**config.mk**
```make
export PLATFORM = sky130hd
export DESIGN_NAME = imm_materializer_flat
export DESIGN_NICKNAME = d
export VERILOG_FILES = /design/src/rtl/imm_enc_pkg.sv /design/src/rtl/imm_materializer_if.sv /design/src/rtl/imm_materializer_inst_pack.sv /design/src/rtl/imm_materializer.sv /design/src/flat_wrapper.sv
export SDC_FILE = /design/constraint.sdc
export NUM_CORES = 1
export LEC_CHECK = 0
export ABC_AREA = 1
export CAP_MARGIN = 25
export CORE_MARGIN = 2
export CORE_UTILIZATION = 55
export DETAILED_ROUTE_END_ITERATION = 8
export GPL_TIMING_DRIVEN = 1
export PLACE_DENSITY_LB_ADDON = 0.15
export SLEW_MARGIN = 40
export SYNTH_ARGS = -nofsm -noshare
export SYNTH_HDL_FRONTEND = slang
export SYNTH_SLANG_ARGS = --single-unit
```
**constraint.sdc**
```tcl
create_clock -name clk -period 4.17 [get_ports clk]
set_input_delay 0.417 -clock clk [delete_from_list [all_inputs] [get_ports clk]]
set_output_delay 0.417 -clock clk [all_outputs]
set_load 0.1 [all_outputs]
```
**src/rtl/imm_enc_pkg.sv**
```systemverilog
// Shared definitions for the immediate materializer.
// Contents:
//   - RV64I opcode and funct3 constants used by the emitted sequences
//   - state_t     : controller state (IDLE / EMIT)
//   - seq_len_t   : sequence class chosen on accept (S12 / S32 / GEN)
//   - inst_fmt_t  : instruction field layout selected in inst_pack
//   - seq_words() : number of words emitted for a sequence class
package imm_enc_pkg;

    localparam logic [6:0] OP_IMM   = 7'h13;
    localparam logic [6:0] OP_LUI   = 7'h37;
    localparam logic [6:0] OP_IMM32 = 7'h1B;

    localparam logic [2:0] F3_ADDI  = 3'b000;
    localparam logic [2:0] F3_SLLI  = 3'b001;
    localparam logic [2:0] F3_ORI   = 3'b110;
    localparam logic [2:0] F3_ADDIW = 3'b000;

    typedef enum logic {IDLE, EMIT} state_t;

    typedef enum logic [1:0] {S12, S32, GEN} seq_len_t;

    typedef enum logic [1:0] {FMT_I, FMT_U, FMT_SH} inst_fmt_t;

    function automatic logic [3:0] seq_words(input seq_len_t len);
        case (len)
            S12:     return 4'd1;
            S32:     return 4'd2;
            default: return 4'd8;
        endcase
    endfunction

endpackage

```
**src/rtl/imm_materializer_if.sv**
```systemverilog
// Request / instruction-stream bundle for imm_materializer.
// Signals:
//   req_valid/req_ready   request handshake (front end -> materializer)
//   req_value, req_rd     constant to load and destination register
//   inst_valid/inst_ready instruction handshake (materializer -> issue path)
//   inst, inst_last       encoded word and end-of-sequence marker
// Modports: master = front end / consumer side, slave = materializer.
interface imm_materializer_if #(
    parameter int DATA_WIDTH = 64,
    parameter int INST_WIDTH = 32
);
    logic                  req_valid;
    logic                  req_ready;
    logic [DATA_WIDTH-1:0] req_value;
    logic [4:0]            req_rd;
    logic                  inst_valid;
    logic                  inst_ready;
    logic [INST_WIDTH-1:0] inst;
    logic                  inst_last;

    modport master (
        output req_valid, req_value, req_rd, inst_ready,
        input  req_ready, inst_valid, inst, inst_last
    );

    modport slave (
        input  req_valid, req_value, req_rd, inst_ready,
        output req_ready, inst_valid, inst, inst_last
    );
endinterface

```
**src/rtl/imm_materializer_inst_pack.sv**
```systemverilog
// inst_pack: combinational RV32/RV64 instruction word packer.
// Ports:
//   i_fmt     field layout (I-type, U-type, shift-immediate)
//   i_opcode  7-bit opcode
//   i_funct3  funct3 field (ignored for U-type)
//   i_rd      destination register
//   i_rs1     source register (ignored for U-type)
//   i_imm12   I-type immediate
//   i_imm20   U-type immediate (upper 20 bits)
//   i_shamt   6-bit shift amount; imm[11:6] forced to zero
//   o_inst    packed 32-bit instruction
module inst_pack
    import imm_enc_pkg::*;
(
    input  inst_fmt_t   i_fmt,
    input  logic [6:0]  i_opcode,
    input  logic [2:0]  i_funct3,
    input  logic [4:0]  i_rd,
    input  logic [4:0]  i_rs1,
    input  logic [11:0] i_imm12,
    input  logic [19:0] i_imm20,
    input  logic [5:0]  i_shamt,
    output logic [31:0] o_inst
);
    always_comb begin
        o_inst = {i_imm12, i_rs1, i_funct3, i_rd, i_opcode};
        case (i_fmt)
            FMT_U:   o_inst = {i_imm20, i_rd, i_opcode};
            FMT_SH:  o_inst = {6'b000000, i_shamt, i_rs1, i_funct3, i_rd, i_opcode};
            default: ;
        endcase
    end
endmodule

```
**src/rtl/imm_materializer.sv**
```systemverilog
// imm_materializer: expands a 64-bit constant into the RV64I sequence that
// loads it into rd (1 word ADDI, 2 words LUI/ADDIW, or 8 words
// LUI/ADDIW followed by three SLLI/ORI pairs).
// Ports:
//   clk    rising-edge clock
//   rst_n  asynchronous active-low reset; abandons any sequence in flight
//   bus    imm_materializer_if.slave: request in, registered instruction out
module imm_materializer
    import imm_enc_pkg::*;
#(
    parameter int DATA_WIDTH = 64,
    parameter int INST_WIDTH = 32
) (
    input  logic              clk,
    input  logic              rst_n,
    imm_materializer_if.slave bus
);
    state_t                r_state, w_state_next;
    seq_len_t              r_len, w_len_next;
    logic [2:0]            r_step, w_step_next;
    logic [4:0]            r_rd, w_rd_next;
    logic [DATA_WIDTH-1:0] r_value, w_value_next;
    logic [INST_WIDTH-1:0] r_inst, w_inst_next;
    logic                  r_valid, w_valid_next;
    logic                  r_last, w_last_next;

    // Classification of the incoming constant: how many top bits are pure sign copies.
    seq_len_t w_req_class;
    always_comb begin
        if (&bus.req_value[63:11] || ~|bus.req_value[63:11])
            w_req_class = S12;
        else if (&bus.req_value[63:31] || ~|bus.req_value[63:31])
            w_req_class = S32;
        else
            w_req_class = GEN;
    end

    // Word generator source: in IDLE it encodes word 0 straight from the request so
    // the first word is registered on the accept edge; in EMIT it encodes the next step.
    logic [63:0] w_src_value;
    logic [4:0]  w_src_rd;
    seq_len_t    w_src_len;
    logic [2:0]  w_src_step;
    always_comb begin
        if (r_state == IDLE) begin
            w_src_value = bus.req_value;
            w_src_rd    = bus.req_rd;
            w_src_len   = w_req_class;
            w_src_step  = 3'd0;
        end else begin
            w_src_value = r_value;
            w_src_rd    = r_rd;
            w_src_len   = r_len;
            w_src_step  = r_step + 3'd1;
        end
    end

    // The LUI/ADDIW pair loads a 32-bit value X: the upper 32 bits of V for GEN, the low 32 otherwise.
    logic [31:0] w_hi_src;
    logic [19:0] w_hi;
    logic [11:0] w_lo;
    assign w_hi_src = (w_src_len == GEN) ? w_src_value[63:32] : w_src_value[31:0];
    // ADDIW sign-extends LO, so HI is rounded up whenever LO bit 11 is set.
    assign w_hi     = w_hi_src[31:12] + {19'd0, w_hi_src[11]};
    assign w_lo     = w_hi_src[11:0];

    inst_fmt_t   w_fmt;
    logic [6:0]  w_opcode;
    logic [2:0]  w_funct3;
    logic [4:0]  w_rs1;
    logic [11:0] w_imm12;
    logic [5:0]  w_shamt;
    always_comb begin
        w_fmt    = FMT_I;
        w_opcode = OP_IMM;
        w_funct3 = F3_ADDI;
        w_rs1    = w_src_rd;
        w_imm12  = 12'd0;
        w_shamt  = 6'd0;
        if (w_src_len == S12) begin
            w_rs1   = 5'd0;
            w_imm12 = w_src_value[11:0];
        end else begin
            case (w_src_step)
                3'd0: begin w_fmt = FMT_U; w_opcode = OP_LUI; end
                3'd1: begin w_opcode = OP_IMM32; w_funct3 = F3_ADDIW; w_imm12 = w_lo; end
                3'd2: begin w_fmt = FMT_SH; w_funct3 = F3_SLLI; w_shamt = 6'd11; end
                3'd3: begin w_funct3 = F3_ORI; w_imm12 = {1'b0, w_src_value[31:21]}; end
                3'd4: begin w_fmt = FMT_SH; w_funct3 = F3_SLLI; w_shamt = 6'd11; end
                3'd5: begin w_funct3 = F3_ORI; w_imm12 = {1'b0, w_src_value[20:10]}; end
                3'd6: begin w_fmt = FMT_SH; w_funct3 = F3_SLLI; w_shamt = 6'd10; end
                default: begin w_funct3 = F3_ORI; w_imm12 = {2'b00, w_src_value[9:0]}; end
            endcase
        end
    end

    logic [INST_WIDTH-1:0] w_word;
    logic                  w_word_last;

    inst_pack u_inst_pack (
        .i_fmt    (w_fmt),
        .i_opcode (w_opcode),
        .i_funct3 (w_funct3),
        .i_rd     (w_src_rd),
        .i_rs1    (w_rs1),
        .i_imm12  (w_imm12),
        .i_imm20  (w_hi),
        .i_shamt  (w_shamt),
        .o_inst   (w_word)
    );

    assign w_word_last = ({1'b0, w_src_step} == (seq_words(w_src_len) - 4'd1));

    always_comb begin
        w_state_next = r_state;
        w_len_next   = r_len;
        w_step_next  = r_step;
        w_rd_next    = r_rd;
        w_value_next = r_value;
        w_inst_next  = r_inst;
        w_valid_next = r_valid;
        w_last_next  = r_last;
        case (r_state)
            IDLE: begin
                if (bus.req_valid) begin
                    w_state_next = EMIT;
                    w_len_next   = w_req_class;
                    w_step_next  = 3'd0;
                    w_rd_next    = bus.req_rd;
                    w_value_next = bus.req_value;
                    w_inst_next  = w_word;
                    w_last_next  = w_word_last;
                    w_valid_next = 1'b1;
                end
            end
            EMIT: begin
                // inst_valid is always high in EMIT, so inst_ready alone marks a transfer.
                if (bus.inst_ready) begin
                    if (r_last) begin
                        w_state_next = IDLE;
                        w_valid_next = 1'b0;
                        w_inst_next  = '0;
                        w_last_next  = 1'b0;
                    end else begin
                        w_step_next  = r_step + 3'd1;
                        w_inst_next  = w_word;
                        w_last_next  = w_word_last;
                    end
                end
            end
            default: w_state_next = IDLE;
        endcase
    end

    always_ff @(posedge clk or negedge rst_n) begin
        if (!rst_n) begin
            r_state <= IDLE;
            r_len   <= S12;
            r_step  <= 3'd0;
            r_rd    <= 5'd0;
            r_value <= '0;
            r_inst  <= '0;
            r_valid <= 1'b0;
            r_last  <= 1'b0;
        end else begin
            r_state <= w_state_next;
            r_len   <= w_len_next;
            r_step  <= w_step_next;
            r_rd    <= w_rd_next;
            r_value <= w_value_next;
            r_inst  <= w_inst_next;
            r_valid <= w_valid_next;
            r_last  <= w_last_next;
        end
    end

    assign bus.req_ready  = (r_state == IDLE);
    assign bus.inst_valid = r_valid;
    assign bus.inst       = r_inst;
    assign bus.inst_last  = r_last;
endmodule
```
**src/flat_wrapper.sv**
```systemverilog
// flat-port wrapper written by rule: the top's interface ports become plain ports
module imm_materializer_flat import imm_enc_pkg::*;
#(
    parameter int DATA_WIDTH = 64,
    parameter int INST_WIDTH = 32
)
  (clk, rst_n, bus_req_valid, bus_req_value, bus_req_rd, bus_inst_ready, bus_req_ready, bus_inst_valid, bus_inst, bus_inst_last);
  imm_materializer_if #(.DATA_WIDTH(DATA_WIDTH), .INST_WIDTH(INST_WIDTH)) bus_i ();
  input  logic clk;
  input  logic rst_n;
  input wire logic [$bits(bus_i.req_valid)-1:0] bus_req_valid;
  input wire logic [$bits(bus_i.req_value)-1:0] bus_req_value;
  input wire logic [$bits(bus_i.req_rd)-1:0] bus_req_rd;
  input wire logic [$bits(bus_i.inst_ready)-1:0] bus_inst_ready;
  output wire logic [$bits(bus_i.req_ready)-1:0] bus_req_ready;
  output wire logic [$bits(bus_i.inst_valid)-1:0] bus_inst_valid;
  output wire logic [$bits(bus_i.inst)-1:0] bus_inst;
  output wire logic [$bits(bus_i.inst_last)-1:0] bus_inst_last;
  assign bus_i.req_valid = bus_req_valid;
  assign bus_i.req_value = bus_req_value;
  assign bus_i.req_rd = bus_req_rd;
  assign bus_i.inst_ready = bus_inst_ready;
  assign bus_req_ready = bus_i.req_ready;
  assign bus_inst_valid = bus_i.inst_valid;
  assign bus_inst = bus_i.inst;
  assign bus_inst_last = bus_i.inst_last;
  imm_materializer #(.DATA_WIDTH(DATA_WIDTH), .INST_WIDTH(INST_WIDTH)) u_core (.clk(clk), .rst_n(rst_n), .bus(bus_i));
endmodule
```
### Word level (Yosys, flattened, before mapping)

Cells that the tools add are included.

| operators by class | value |
|---|---|
| add/subtract/negate cells | 3 |
| equality and inequality tests | 15 |
| mux-type cells | 40 |
| bitwise gates (word level) | 1 |
| reduce and logical (&&, ||, !) cells | 18 |

Operators with widths:

| kind | number |
|---|---|
| 32-bit 2-to-1 mux | 4 |
| 32-bit case mux with 2 select lines | 2 |
| 64-bit 2-to-1 mux | 1 |
| 53-bit AND reduction | 1 |
| 53-bit OR reduction | 1 |
| 12-bit case mux with 4 select lines | 1 |
| 33-bit AND reduction | 1 |
| 33-bit OR reduction | 1 |
| 20-bit by 1-bit adder with 20-bit output | 1 |
| 4-bit case mux with 2 select lines | 2 |
| 3-bit 2-to-1 mux | 5 |
| 12-bit 2-to-1 mux | 1 |
| 3-bit case mux with 2 select lines | 2 |
| 6-bit case mux with 2 select lines | 1 |
| 5-bit 2-to-1 mux | 2 |
| 3-bit equality test, second input constant | 3 |
| 1-bit 2-to-1 mux | 9 |
| 2-bit 2-to-1 mux | 4 |
| 2-bit != test, second input constant | 4 |
| 7-bit 2-to-1 mux | 1 |
| 3-bit by 2-bit equality test with 1-bit output, second input constant | 2 |
| 6-bit 2-to-1 mux | 1 |
| 1-bit case mux with 2 select lines | 3 |
| 3-bit AND reduction | 2 |
| other kinds (16) | 22 |

| word-level totals | value |
|---|---|
| register bits | 109 |
| input port bits | 73 |
| output and inout bits | 35 |
| word-level logic and storage cells | 85 |

### Logic depth before layout (Yosys ltp)

Gate-level depths: netlist of run 1.

| depth | value |
|---|---|
| depth in word-level cells | 14 |
| gate-level depth with buffers | 25 |
| mapped depth without buffers | 23 |

### Cells and area by module

A second synthesis of run 1 with hierarchy kept.

| unflattened totals | value |
|---|---|
| cells, all modules | 1106 |
| area, all modules | 7464.7 µm² |

Modules (own cells, without submodules):

| module | times used | cells an instance | area each (µm²) | seq. area each (µm²) |
|---|---|---|---|---|
| imm_materializer | 1 | 1016 | 7021.7 | 2727.6 |
| inst_pack | 1 | 90 | 442.9 | 0.0 |

### Worst setup path before layout of run 1

Ideal clock, no wire load.

| timing path | value |
|---|---|
| kind | flip-flop to flip-flop |
| start | register u_core.r_state |
| end | register u_core.r_inst[26], in the netlist u_core.bus.inst[26] |
| library setup time | 0.120 ns |
| data arrival time | 3.514 ns |
| data required time | 4.050 ns |
| setup slack | 0.537 ns |
| stages on the path, launching flop included | 19 |
| buffers on the path | 4 |
| period minus slack after synthesis | 3.633 ns |
| cells stage by stage | dfrtp_1 inv_1 clkbuf_1 buf_2 buf_2 clkbuf_1 o21ai_0 o21ai_0 ha_1 ha_1 nand2_1 nor2_1 nand2_1 nor2_1 nand3_1 nand3_1 nand2_1 nand2_1 nand2_1 |

| between the ends | value |
|---|---|
| elaborated cells on any way between the ends | 31 |
| those cells by class | add/sub (1); eq/ne (11); mux (13); bitwise (1); reduce/logical (5) |

RTL lines:

| item | RTL line | source |
|---|---|---|
| start, declared | imm_materializer.sv:18 | `state_t r_state, w_state_next;` |
| start signal, assigned | imm_materializer.sv:166 | `r_state <= w_state_next;` |
| 1-bit inverter (no line) (*) | n/a |  |
| net bus_req_ready | flat_wrapper.sv:15 | `output wire logic [$bits(bus_i.req_ready)-1:0] bus_req_ready;` |
| 2-bit != test (no line) | n/a |  |
| 2-bit AND reduction (no line) | n/a |  |
| end signal, assigned | imm_materializer.sv:171 | `r_inst <= w_inst_next;` |
| end, declared | imm_materializer.sv:23 | `logic [INST_WIDTH-1:0] r_inst, w_inst_next;` |

The timed path passes the listed nets; every way through them passes the cells marked *. The select of a mux whose other input is x is not followed.
A chain may end at the register's enable or synchronous reset.

### Worst setup path after layout of run 1

| timing path | value |
|---|---|
| start | input bus_req_value[56] |
| end | register u_core.r_inst[17], in the netlist u_core.bus.inst[17] |

| between the ends | value |
|---|---|
| cells in the longest elaborated chain, start to end | 13 |
| elaborated cells on any way between the ends | 24 |
| those cells by class | add/sub (1); eq/ne (3); mux (11); reduce/logical (9) |

Ends and longest elaborated chain:

| item | RTL line | source |
|---|---|---|
| start, declared | flat_wrapper.sv:12 | `input wire logic [$bits(bus_i.req_value)-1:0] bus_req_value;` |
| 33-bit OR reduction | imm_materializer.sv:32 | `else if (&bus.req_value[63:31] \|\| ~\|bus.req_value[63:31])` |
| 1-bit zero test | imm_materializer.sv:32 |  |
| 1-bit logical OR | imm_materializer.sv:32 |  |
| 2-bit 2-to-1 mux | imm_materializer.sv:32 |  |
| 2-bit 2-to-1 mux (*) | imm_materializer.sv:30 | `if (&bus.req_value[63:11] \|\| ~\|bus.req_value[63:11])` |
| 2-bit 2-to-1 mux (*) | imm_materializer.sv:45 | `if (r_state == IDLE) begin` |
| 2-bit equality test / 2-bit zero test (equally long branches) | imm_materializer.sv:62, imm_materializer.sv:80 |  |
| 32-bit 2-to-1 mux / 2-bit 2-to-1 mux (equally long branches) | imm_materializer.sv:62, imm_materializer.sv:80 |  |
| 20-bit by 1-bit adder with 20-bit output, or another cell as far along | imm_materializer.sv:64 | `assign w_hi = w_hi_src[31:12] + {19'd0, w_hi_src[11]};` |
| 32-bit case mux with 2 select lines (*) | imm_materializer_inst_pack.sv:27 | `case (i_fmt)` |
| 32-bit 2-to-1 mux | imm_materializer.sv:139 | `if (r_last) begin` |
| 32-bit 2-to-1 mux | imm_materializer.sv:138 | `if (bus.inst_ready) begin` |
| 32-bit case mux with 2 select lines (*) | imm_materializer.sv:123 | `case (r_state)` |

Mark *: on every way between the ends. The rest lies on a longest branch, timed or not. The select of a mux whose other input is x is not followed.

==> out/results.ini, run 1 <==
[outcome]
status = finished, final reports clean

[worst_setup_path]
reg2reg_from = u_core.r_step[0]
cp_common_cell = nand2_1
critPathRequiredTime_ns = 4.43
crit_chain = clkdlybuf4s50_1 > nor2_1 > nand2_1 > nor2_1 > nand2_1 > nor2_1 > nand2_1 > nand2_2 > nand4_4 > nand3_4 > mux2i_1 > ha_1 > nand2_1 > nor2_1 > nand2_1 > o21ai_0 > o21ai_0 > nand2_1 > nand2_1
cp_max_fo = 7
r2r_slack_ns = 0.99
crit_type = in -> reg
cp-end-kind = register
worst_setup_path_start_kind = input pin
critical_path_arrival_ns = 3.79
crit_start = bus_req_value[56]
cp_slowest_stage_delay_ns = 0.47
slowest_stage = clkdlybuf4s50_1

[logic_synthesis]
synth_top_cell_by_area = dfrtp_1
avgSynthCellArea_um2 = 6.479
ys.flop_type = dfrtp_1
synth_warnings = 0
synthCells = 1094
synth_cell_types = 37
async_flop_share = 1.000
syn_nets = 1173
synth-edff-count = 0
synth_top_area_share = 0.3707
yosys-top-cells-area = dfrtp_1, nand2_1, o21ai_0, inv_1, nor2_1
synth-seq-cells = 105
yosysSeqAreaShare = 0.3707
synth_area_mm2 = 0.007088

[power]
seq_power_share = 0.221
power.leakage_nw = 4.290
ir_drop_mv = 0.4403
power_switching_mw = 4.497
clkPwrFrac = 0.109
switching_share = 0.5777
cellPowerDensity_mw_per_mm2 = 925.7
internal-power_mw = 3.288
combPwrFrac = 0.670

[routing]
vias = 7386
final_antenna_net_count = 0
route.detailed.drc = 0
drtIter0Drc = 789
finalWirelength_um = 21920
routed_via_density = 5.463
dr.pass1.iters = 5
wl_per_cell_um = 16.21

[timing]
finalSetupTns_ns = 0
slew_viol_final = 0
fmax_mhz = 283.5
setup_viol = 0
rsz0062_at_grt = no
fin_skew_ns = 0.009967
period_share = 0.8458
tightestPinTransition_ns = 0.7594
hold_viol_final = 0
finalCriticalPeriod_ns = 3.527
relSlewSlack = 0.4937

[placement]
dpl-instance-area_mm2 = 0.008104
io_buffers = 106
gp_congestion = 0.9501
hpwl_um = 16440

[floorplan]
design.die.area_mm2 = 0.01381
core_area_mm2 = 0.01262
placementRows = 41
chipWidth_um = 117.5
die_y_um = 117.5
start_util = 0.5617
top_level_ports = 108

[grt]
grt.total_usage = 0.3208
grt_pass1_wl_um = 35000
grt_max_degree = 126
antenna_found_initial = 0
grt_pass1_vias = 6695
grt_overflow_total = 0

[clocking]
cts_tree = done
numCtsBuffers = 9
clockBufferDepth = 2
cts_resized = 0
ctsHtreeMaxLevel = 3
cts_sinks = 105
clk_pin_slew_ns = 0.08
root_buffer = clkbuf_16
clk_latency_ns = 0.36

[cells_and_area]
areaGrowthSynthToFinish_pct = 18.64
drive_gt1_frac = 0.09153
most-common-layout-cells = nand2_1, o21ai_0, inv_1
nFillCells = 1158
final_design_area_no_fill_mm2 = 0.008409
final-seq-area_mm2 = 0.002629
layout_commonest_cell = nand2_1
num_antenna_cells = 0
multi_input_area_mm2 = 0.003805
nets = 1254

[flow_run]
drv_cap = 0

[hold_path]
hp-class = in -> async

logic make-up (layout without fill, tap and decap cells):
logic type | Yosys count | after routing | share of synthesized area
other | 1 | 1 | 0.0005291
buffers and inverters | 166 | 252 | 0.09409
xor gates and xnor gates | 2 | 2 | 0.002472
AOI/OAI and AO/OA | 196 | 196 | 0.1456
and+or+nand+nor | 609 | 609 | 0.3633
DFF | 105 | 105 | 0.3707
muxes | 9 | 9 | 0.01271
adders and majority gates | 6 | 6 | 0.01059
through the flow:
stage               setup WS, ns  total power, mW  utilization  instances  hold slack (ns)
finish                    0.6431            7.785       0.6664       1352           0.4073
global route              0.3730            8.346       0.6664       1352           0.4102
CTS                       0.7635            7.696       0.6661       1352           0.3708
detailed placement        0.4019            6.816       0.6422       1335           0.2115
global placement          0.4270            6.910       0.6550       1335           0.2140
floorplan                 0.5365            5.490            -       1094           0.1214
per-layer routing:
metal	routed length, µm	global-route usage	vias up
met3	1571	0.05620	43
li1	-	-	3663
met1	9862	0.4546	3369
met5	0	0	-
met4	737	0.1235	0
met2	9744	0.4923	311
worst paths after layout:
check,end,cells after the start
max,u_core.bus.inst[17],19
min reg2reg,u_core.bus.inst[22],2
min,u_core.bus.inst[25],2
max in group asynchronous,u_core.r_value[38],3
max reg2reg,u_core.bus.inst[15],13
min in group clk,u_core.bus.inst[22],2
power by group through the flow:
stage / Clock, mW / Combinational [mW] / Sequential [mW]
after CTS: 0.863 / 5.12 / 1.71
after detailed placement: 0 / 5.09 / 1.72
after global placement: 0 / 5.20 / 1.71
after global routing: 0.899 / 5.68 / 1.77
after floorplan: 0 / 3.08 / 2.41
final: 0.850 / 5.22 / 1.72
cell usage after synthesis (all sizes together), types with 2 or more instances:
library cell,number
inv,111
nand2,420
buf,16
nor3,2
nor2,85
a32o,2
nand3,51
a22o,2
xor2,2
o211ai,5
o21ai,154
or2,12
mux2i,9
nand4,39
ha,6
o22ai,3
clkbuf,38
dfrtp,105
a21oi,27
timing repair:
action	4_1_cts	5_1_grt
endpoints found under the hold margin	2	0
hold buffers	1	0
endpoints found under the setup margin	0	0
setup buffers	0	0
critical path, delay by kind of cell:
kind,cells,cell delay [ns]
adders and majority gates,1,0.26
AOI/OAI and AO/OA,2,0.67
muxes,1,0.29
and+or+nand+nor,14,1.68
buffers and inverters,1,0.47
state kept, by name (all words and copies together), names as in the netlist:
register / cells
u_core.bus.inst: 28
u_core.bus.inst_last: 1
u_core.bus.inst_valid: 1
u_core.r_len: 2
u_core.r_rd: 5
u_core.r_state: 1
u_core.r_step: 3
u_core.r_value: 64
area by class of cell:
class                      count  share of cell area
multi-input combinational    823              0.4525
sequential                   105              0.3126
timing repair buffer         124              0.1247
inverter                     112             0.04999
clock buffer                  10             0.02723
tap                          172             0.02559
clock inverter                 6            0.007439
(Power assumes the default switching activity.)
==> run 2: changes to the inputs <==
--- a/config.mk
+++ b/config.mk
@@ -8,7 +8,7 @@
 export ABC_AREA = 1
 export CAP_MARGIN = 25
 export CORE_MARGIN = 2
-export CORE_UTILIZATION = 55
+export CORE_UTILIZATION = 50
 export DETAILED_ROUTE_END_ITERATION = 8
 export GPL_TIMING_DRIVEN = 1
 export PLACE_DENSITY_LB_ADDON = 0.15
==> constraint.sdc (replaced) <==
create_clock -name clk -period 3 [get_ports clk]
set_input_delay 0.3 -clock clk [delete_from_list [all_inputs] [get_ports clk]]
set_output_delay 0.3 -clock clk [all_outputs]
set_load 0.1 [all_outputs]
==> run 2 against run 1 <==
Against the previous run: design area up 13%; critical path depth up 1; clock skew about the same; power up 53%; utilization up 2.0 points; hold slack worse by 0.13 ns; flip-flop and latch count unchanged; via count up 4.8%; non-clock buffer count up 101; largest cell class unchanged; largest power group unchanged; highest routed layer unchanged.
==> out/results.ini, run 2 (synthesis results as in run 1) <==
[power]
clkPwrFrac = 0.099
power_mw = 11.94
cellPowerDensity_mw_per_mm2 = 1253
switching_share = 0.5459
ir_drop_mv = 0.5469
power.leakage_nw = 5.109
seq_power_share = 0.199
combPwrFrac = 0.702
internal-power_mw = 5.421
power_switching_mw = 6.519

[clocking]
clk_pin_slew_ns = 0.08
clk_latency_ns = 0.37
root_buffer = clkbuf_16
clockBufferDepth = 2
numCtsBuffers = 9
ctsHtreeMaxLevel = 3
cts_tree = done
cts_sinks = 105

[worst_setup_path]
cp_slowest_stage_delay_ns = 0.45
worst_setup_path_start_kind = input pin
reg2reg_depth = 15
crit_chain = clkdlybuf4s50_1 > nor2_1 > nand3_1 > nor2_2 > nand2_1 > nor2_2 > nand2_2 > nand4_4 > nand3_2 > nand2_2 > inv_1 > nand2_1 > inv_1 > ha_4 > inv_1 > a21oi_1 > nand2_1 > nand2_1 > nand2_1 > nand2_1
slowest_stage = clkdlybuf4s50_1
critPathRequiredTime_ns = 3.31
cp_max_fo = 10
crit_type = in -> reg
cp_common_cell = nand2_1
critical_path_arrival_ns = 3.15
cp-end-kind = register

[cells_and_area]
finish.utilization = 0.6867
largest_reg_flops = 64
most-common-layout-cells = nand2_1, o21ai_0, buf_4
top_register = u_core.r_value
num_antenna_cells = 0
layout_commonest_cell = nand2_1
instances_no_fill = 1461
final_design_area_no_fill_mm2 = 0.009532
areaGrowthSynthToFinish_pct = 34.47
final-seq-area_mm2 = 0.002629
drive_gt1_frac = 0.1905
multi_input_area_mm2 = 0.003951
nets = 1355
nFillCells = 1274

[routing]
dr.pass1.iters = 6
finalWirelength_um = 22450
drtIter0Drc = 761
vias = 7742
final_antenna_net_count = 0
routed_via_density = 5.299
wl_per_cell_um = 15.37
route.detailed.drc = 0

[floorplan]
start_util = 0.5106
die_y_um = 123.1
chipWidth_um = 123.1
placementRows = 43
top_level_ports = 108
design.die.area_mm2 = 0.01515
core_area_mm2 = 0.01388

[timing]
hold_viol_final = 0
slew_viol_final = 0
final.setup.worst_slack_ns = 0.1566
fin_skew_ns = 0.01007
tightestPinTransition_ns = 0.7726
finalCriticalPeriod_ns = 2.843
setup_viol = 0
period_share = 0.9478
fmax_mhz = 351.7
finalSetupTns_ns = 0
hold_slack_ns = 0.2791
relSlewSlack = 0.4795

[placement]
placed_cells = 1441
hpwl_um = 16830
io_buffers = 106
dpl-instance-area_mm2 = 0.008957
pre_cts_slack_ns = -0.4847
gp_congestion = 0.9564

[grt]
antenna_found_initial = 0
grt_pass1_wl_um = 35270
grt_pass1_vias = 6990
grt_overflow_total = 0
grt.total_usage = 0.3033
grt_max_degree = 126

[hold_path]
holdPathStages = 3
hp-class = in -> reg

[outcome]
status = finished, final reports clean

[flow_run]
drv_cap = 0

run 2: changes by cell type in the layout (fill, tap and decap cells not counted), moves of 10 or more:
cell | before | now
buf_4 | 16 | 146
clkdlybuf4s50_1 | 71 | 37
dlymetal6s2s_1 | 0 | 34
buf_2 | 33 | 0
nor2_1 | 79 | 64
nor2_2 | 4 | 17
nand2_1 | 404 | 394
nand2_2 | 15 | 25
run 2: path summary, 6_finish.rpt:
kind                                    start                   to  slack [ns]
hold / removal              bus_req_value[40]   u_core.r_value[40]        0.28
max in group asynchronous               rst_n       u_core.r_state        1.79
hold reg to reg            u_core.r_value[59]   u_core.r_value[59]        0.48
min in group asynchronous               rst_n  u_core.bus.inst[30]        0.47
setup reg to reg               u_core.r_state  u_core.bus.inst[28]        0.32
setup / recovery            bus_req_value[18]  u_core.bus.inst[24]        0.16
run 2: layout make-up:
type                       count  area share
timing repair buffer         225      0.2115
clock inverter                 6    0.006170
clock buffer                  10     0.02402
tap                          180     0.02363
inverter                     112     0.04437
sequential                   105      0.2758
multi-input combinational    823      0.4145
run 2: critical path: cells and delay by family:
family | cells | cell delay (ns)
and+or+nand+nor | 14 | 1.52
buffers and inverters | 4 | 0.75
AOI/OAI and AO/OA | 1 | 0.29
adders and majority gates | 1 | 0.29
run 2: power by group through the flow:
stage | combinational [mW] | clock, mW | sequential [mW]
after floorplan | 4.28 | 0 | 3.35
after CTS | 8.03 | 1.19 | 2.37
final | 8.38 | 1.18 | 2.38
after detailed placement | 7.95 | 0 | 2.39
after global placement | 7.89 | 0 | 2.36
after global routing | 9.13 | 1.24 | 2.46
run 2: metal layers:
metal,track usage,up-vias,share of wire
met3,0.04290,43,0.071
met1,0.4351,3527,0.44
met4,0.1136,0,0.029
li1,-,3858,-
met2,0.4658,314,0.46
met5,0,-,0
run 2: what timing repair did:
action                                 in CTS  in global routing
endpoints found under the hold margin      46                  0
buffers inserted                            0                  3
setup endpoints to repair                  12                 20
hold buffers                                1                  0
gates cloned                                0                  0
resized for setup                           9                 73
pin swaps                                   1                 27
==> run 3: changes to the inputs <==
--- a/config.mk
+++ b/config.mk
@@ -9,6 +9,7 @@
 export CAP_MARGIN = 25
 export CORE_MARGIN = 2
 export CORE_UTILIZATION = 50
+export CTS_CLUSTER_SIZE = 28
 export DETAILED_ROUTE_END_ITERATION = 8
 export GPL_TIMING_DRIVEN = 1
 export PLACE_DENSITY_LB_ADDON = 0.15
==> results of run 3 <==
The final DEF is identical to that of run 2; final timing and power are the same.
